[src/rtl/serial_bit_feeder.sv]
// Purpose: serializes parallel words onto a one-bit stream (detector din), one bit per clock.
// Latency: first bit on din_out the cycle after the accepting edge; consecutive words stream with no gap.
// Backpressure: data_ready = !hold_full; one holding word behind the shift register, so at most 2 words in flight.
//
// Ports:
//   clock, reset      rising-edge clock, synchronous active-high reset
//   data_in/valid     parallel word and its valid, accepted when data_ready is high
//   data_ready        block can accept a word this cycle (registered state only)
//   din_out           serial bit, IDLE_BIT when no bit is valid
//   bit_valid         din_out carries a real data bit
//   word_done         pulse during the last bit of each word
//   busy              shift register or holding register occupied
module serial_bit_feeder #(
  parameter int WIDTH     = 8,
  parameter int MSB_FIRST = 1,
  parameter bit IDLE_BIT  = 1'b0
) (
  input  logic             clock,
  input  logic             reset,
  input  logic [WIDTH-1:0] data_in,
  input  logic             data_valid,
  output logic             data_ready,
  output logic             din_out,
  output logic             bit_valid,
  output logic             word_done,
  output logic             busy
);

  localparam int CNT_W = (WIDTH > 1) ? $clog2(WIDTH) : 1;
  localparam logic [CNT_W-1:0] LAST = CNT_W'(WIDTH - 1);

  typedef enum logic {
    IDLE  = 1'b0,
    SHIFT = 1'b1
  } state_t;

  state_t           state_q, state_d;
  logic [WIDTH-1:0] sr_q, sr_d;
  logic [WIDTH-1:0] hr_q, hr_d;
  logic [CNT_W-1:0] cnt_q, cnt_d;
  logic             hold_full_q, hold_full_d;

  logic             accept;
  logic             last_bit;
  logic [WIDTH-1:0] sr_shifted;

  // Ready depends only on the holding flag, never on data_valid.
  assign accept   = data_valid && !hold_full_q;
  assign last_bit = (state_q == SHIFT) && (cnt_q == LAST);

  // The outgoing bit always sits at the end selected by MSB_FIRST.
  assign sr_shifted = (MSB_FIRST != 0) ? {sr_q[WIDTH-2:0], 1'b0}
                                       : {1'b0, sr_q[WIDTH-1:1]};

  // State and datapath registers
  always_ff @(posedge clock) begin
    if (reset) begin
      state_q     <= IDLE;
      sr_q        <= '0;
      hr_q        <= '0;
      cnt_q       <= '0;
      hold_full_q <= 1'b0;
    end else begin
      state_q     <= state_d;
      sr_q        <= sr_d;
      hr_q        <= hr_d;
      cnt_q       <= cnt_d;
      hold_full_q <= hold_full_d;
    end
  end

  // Next-state and datapath update
  always_comb begin
    state_d     = state_q;
    sr_d        = sr_q;
    hr_d        = hr_q;
    cnt_d       = cnt_q;
    hold_full_d = hold_full_q;
    case (state_q)
      IDLE: begin
        if (accept) begin
          sr_d    = data_in;
          cnt_d   = '0;
          state_d = SHIFT;
        end
      end
      SHIFT: begin
        if (cnt_q == LAST) begin
          // Reload priority: held word first, then a word arriving on this edge.
          // hold_full implies data_ready=0, so both cannot happen together.
          if (hold_full_q) begin
            sr_d        = hr_q;
            hold_full_d = 1'b0;
            cnt_d       = '0;
          end else if (accept) begin
            sr_d  = data_in;
            cnt_d = '0;
          end else begin
            state_d = IDLE;
          end
        end else begin
          sr_d  = sr_shifted;
          cnt_d = cnt_q + CNT_W'(1);
          if (accept) begin
            hr_d        = data_in;
            hold_full_d = 1'b1;
          end
        end
      end
      default: state_d = IDLE;
    endcase
  end

  // Outputs are decoded from registers only
  always_comb begin
    data_ready = !hold_full_q;
    bit_valid  = (state_q == SHIFT);
    word_done  = last_bit;
    busy       = (state_q == SHIFT) || hold_full_q;
    din_out    = IDLE_BIT;
    if (state_q == SHIFT) begin
      din_out = (MSB_FIRST != 0) ? sr_q[WIDTH-1] : sr_q[0];
    end
  end

endmodule
[config.mk]
export PLATFORM = sky130hd
export DESIGN_NAME = serial_bit_feeder
export DESIGN_NICKNAME = d
export VERILOG_FILES = /design/src/rtl/serial_bit_feeder.sv
export SDC_FILE = /design/constraint.sdc
export NUM_CORES = 1
export LEC_CHECK = 0
export CAP_MARGIN = 0
export CORE_MARGIN = 1
export CORE_UTILIZATION = 35
export CTS_BUF_LIST = sky130_fd_sc_hd__clkbuf_8
export CTS_CLUSTER_DIAMETER = 80
export DETAILED_ROUTE_END_ITERATION = 16
export GPL_TIMING_DRIVEN = 0
export PLACE_DENSITY = 0.56
export SLEW_MARGIN = 0
export SYNTH_ARGS = -nofsm -noshare
export SYNTH_HDL_FRONTEND = slang
export SYNTH_SLANG_ARGS = --single-unit
[constraint.sdc]
create_clock -name clock -period 1.63 [get_ports clock]
set_input_delay 0.326 -clock clock [delete_from_list [all_inputs] [get_ports clock]]
set_output_delay 0.326 -clock clock [all_outputs]
set_load 0.01 [all_outputs]
== After elaboration in Yosys (flattened, before gate mapping) ==
Cells that the tools add are included.

* Register bits after elaboration: 21
* Latch bits: 0
* Memory bits (writable): 0
* Memory bits (read-only): 0
* Input bits: 11
* Word-level logic and storage cells: 31
* Memories: 0

* Add/subtract/negate cells: 1
* Multipliers: 0
* Divide/modulo/power cells: 0
* Order comparisons: 0
* Equality and inequality tests: 1
* Shift operators: 0
* Muxes and demuxes: 15
* Bitwise gates (word level): 2
* Reductions and logical operators: 7

{| class="wikitable"
|+ Operator list
! cell !! number
|-
| 8-bit two-way mux || 3
|-
| 8-bit one-hot mux with 2 select lines || 1
|-
| 3-bit two-way mux || 3
|-
| 1-bit two-way mux || 6
|-
| 3-bit one-hot mux with 2 select lines || 1
|-
| 3-bit by 1-bit adder with 3-bit output (second input constant) || 1
|-
| 3-bit equality test (second input constant) || 1
|-
| 3-bit AND reduction || 1
|-
| 1-bit logical AND || 2
|-
| 1-bit NOT || 2
|-
| 1-bit one-hot mux with 2 select lines || 1
|-
| 2-bit AND reduction || 1
|-
| 2-bit nonzero test || 1
|-
| 1-bit logical NOT || 1
|-
| 1-bit logical OR || 1
|}

== Depth between registers and ports, before layout ==
* Depth after elaboration: 6
* Gate-level depth with buffers: 6
* Depth with buffers taken out: 5

== Worst setup path after synthesis ==
Ideal clock, no wire load.

* Path kind: register -> register
* Start: reg cnt_q[0]
* End: reg hr_q[0]
* Library setup time: 0.128 ns
* Data arrival time: 1.362 ns
* Required time: 1.502 ns
* Path slack: 0.140 ns
* Stages on the path, launching flop included: 7
* Clock period less this slack: 1.490 ns
* Path through: dfxtp_1 ha_1 ha_1 and4bb_1 buf_6 mux2i_1 nor2_1

* Longest elaborated chain between the ends: 3

{| class="wikitable"
|+ RTL lines
! element !! RTL line !! source
|-
| from (decl) || 40 || <nowiki>logic [CNT_W-1:0] cnt_q, cnt_d;</nowiki>
|-
| from (signal assigned) || 67 || <nowiki>cnt_q <= cnt_d;</nowiki>
|-
| 3-bit equality test || 88 || <nowiki>if (cnt_q == LAST) begin</nowiki>
|-
| 1-bit NOT (no source line) || -- ||
|-
| 3-bit AND reduction (no source line) || -- ||
|-
| to (signal assigned) || 66 || <nowiki>hr_q <= hr_d;</nowiki>
|-
| to (decl) || 39 || <nowiki>logic [WIDTH-1:0] hr_q, hr_d;</nowiki>
|}

Every way passes these cells.
A chain may end at the register's enable or synchronous reset.

== Worst setup path after layout ==
* Start: reg cnt_q[0]
* End: out word_done

* Longest elaborated chain between the ends: 2

{| class="wikitable"
|+ RTL lines
! element !! RTL line !! source
|-
| 3-bit equality test || 49 || <nowiki>assign last_bit = (state_q == SHIFT) && (cnt_q == LAST);</nowiki>
|-
| 1-bit logical AND || 49 ||
|-
| to (decl) || 25 || <nowiki>output logic word_done,</nowiki>
|}

Every way passes these cells.

==> results.py <==
metrics = {
    "logic_synthesis": {
        "synth-async-reset-ratio_pct": 0,
        "synth_top_area_cell": "dfxtp_1",
        "synth_flop_cell": "dfxtp_1",
        "yosys_warnings": 0,
        "synth_area_leaders": "dfxtp_1 (42%), mux2i_1 (16%), o22ai_1 (4.9%)",
        "ys_ff_latch": 21,
        "synth_top_cell_area_share_pct": 41.5,
        "synth_edf_count": 0,
        "syn_avg_cell_area_um2": 9.73,
        "synth_cell_types": 28,
        "syn_area_um2": 1010,
        "syn_inst": 104,
        "synth_fp_nets": 118,
        "seq_area_frac_synth_pct": 41.5,
    },
    "die": {
        "core-area_um2": 2760,
        "ioPinCount": 16,
        "die_x_um": 55.8,
        "rows": 19,
        "die_y_um": 55.8,
        "die_area_um2": 3110,
        "initial_core_util_pct": 36.7,
    },
    "grt": {
        "grt_overflow": 0,
        "track_usage_pct": 15.4,
        "grt_pass1_wl_um": 3740,
        "grt_max_degree": 13,
        "first_global_vias": 827,
        "grt_antenna_before_repair": 0,
    },
    "power": {
        "powerDensity_nw_per_um2": 851,
        "cellLeakagePower_nw": 0.517,
        "ir_worst_vdd_mv": 0.471,
    },
    "detailed_routing": {
        "drt_first_pass_iters": 4,
        "drt_iter0_drc": 9,
        "routed_wl_um": 2150,
        "vias_per_cell": 5.31,
        "drc": 0,
        "routedWlPerCell_um": 13.9,
        "vias": 823,
        "ant_nets": 0,
    },
    "clock_tree": {
        "cts_hold_buf": 0,
        "root_buffer": "clkbuf_8",
        "ctsLongestPathBuffers": 2,
        "clkLatencyLatePin_ns": 0.26,
        "cts-buffers-inserted": 3,
        "clk_pin_slew_ns": 0.08,
        "cts_tree": "built",
        "htree_levels": 1,
        "cts.sinks": 21,
    },
    "placement": {
        "numPortBuffers": 15,
        "dp_cells": 150,
        "place_congestion": 0.797,
        "post_dp_cell_area_um2": 1200,
        "hpwl_um": 1450,
    },
    "layout": {
        "final_cell_mix": "dfxtp_1 (17), mux2i_1 (16), clkdlybuf4s50_1 (12)",
        "final_cells": 155,
        "n_antenna_cell": 0,
        "drive_gt1_share_pct": 19.4,
        "fin_util_pct": 46.9,
        "final_cell_area_um2": 1290,
        "final_common_cell": "dfxtp_1",
        "synthToLayoutAreaGrowth_pct": 27.8,
        "layout.nets": 139,
    },
    "job": {
        "maxCapViolations": 0,
    },
    "sta": {
        "skew_ns": 0.00117,
        "min_period_ns": 1.57,
        "drv_slew": 0,
        "fin_crit_sh_pct": 96.4,
        "hold_viol_final": 0,
        "fin_hold_ws_ns": 0.494,
        "rsz0062_at_grt": "true",
        "max_freq_mhz": 637,
        "worst_pin_slew_ns": 0.473,
        "finalSetupViolCount": 0,
        "relSlewSlack_pct": 68.5,
    },
    "critical_path": {
        "crit_top_cell": "ha_4",
        "end_kind": "primary output",
        "arrival_ns": 1.24,
        "crit_family": "flip-flops",
        "worstPathMaxFanout": 11,
        "slowest_stage": "dfxtp_4",
        "path_cells": "ha_4 > ha_4 > and2_4 > buf_6",
        "critPathBufInv": 1,
        "slowest_delay_ns": 0.36,
        "startpoint_type": "register",
        "required_ns": 1.30,
        "crit_type": "register to primary output",
    },
    "hold_path": {
        "hold_path.class": "register to register",
    },
    "outcome": {
        "status": "finished, final reports clean",
    },
}
## layout make-up
| class | count | area, um^2 |
|---|---|---|
| sequential | 21 | 428 |
| multi-input combinational | 76 | 572 |
| tap | 31 | 38.8 |
| clock buffer | 3 | 41.3 |
| inverter | 1 | 3.75 |
| buffer | 5 | 45.0 |
| fill | 266 | 1460 |
| timing repair buffer | 17 | 160 |
| clock inverter | 1 | 5.00 |
## per-stage QoR
| stage | setup TNS (ns) | total power [mW] | setup slack [ns] |
|---|---|---|---|
| after CTS | -0.0346 | 1.11 | -0.0346 |
| after floorplan | 0 | 0.684 | 0.140 |
| after detailed placement | -0.469 | 0.755 | -0.469 |
| after global placement | -0.458 | 0.752 | -0.458 |
| after global routing | -0.00158 | 1.16 | -0.00158 |
| final | 0 | 1.10 | 0.0592 |
## logic make-up after synthesis
kind of cell / count (synthesis) / share of synthesized area (%)
adder cells (fa/ha/maj): 3 / 3.71
AO/OA/AOI/OAI: 23 / 14.8
AND/OR/NAND/NOR: 34 / 19.4
buffers and inverters: 7 / 4.70
multiplexers: 16 / 15.8
flip-flops: 21 / 41.5
## worst paths after layout
| check | start | end | slack [ns] | cells after the start |
|---|---|---|---|---|
| setup / recovery | cnt_q[0] | word_done | 0.06 | 4 |
| setup reg to reg | cnt_q[0] | sr_q[0] | 0.09 | 6 |
| hold reg to reg | cnt_q[1] | cnt_q[1] | 0.49 | 2 |
| hold / removal | cnt_q[1] | cnt_q[1] | 0.49 | 2 |
## metal layers
layer | track usage [%] | up-vias | part of all wire, % | routed length, um
met1 | 19.9 | 393 | 50 | 1080
met3 | 3.02 | 4 | 3.3 | 71
li1 | - | 412 | - | -
met4 | 6.43 | 0 | 1.6 | 35
met2 | 25.1 | 14 | 45 | 963
met5 | 0 | - | 0 | 0
## power breakdown
part | internal, mW | switching (mW)
logic | 0.103 | 0.0872
clock network | 0.170 | 0.179
registers | 0.544 | 0.0175
## state kept, by name, indices dropped and copies added, names as in the netlist
signal / flops
hr_q: 8
sr_q: 8
cnt_q: 3
bit_valid: 1
hold_full_q: 1
## Yosys cell counts (all sizes together) (2+ instances only)
cell type	number
dfxtp	21
mux2i	16
nor2	9
o22ai	8
a31oi	7
and2b	6
buf	5
nand2	4
nand2b	4
nor2b	4
a21oi	3
ha	3
nand3	3
and2	2
## tightest hold or removal path: stages, from the launching register on
cell and delay (ns):
dfxtp_2 0.34, nand3_1 0.06, a21oi_1 0.06
## repair_timing
action,4_1_cts,5_1_grt
buffers inserted,2,0
setup endpoints to repair,4,7
resized for setup,21,2
pin swaps,1,0
Note: power is estimated with default switching activity, not from simulation.
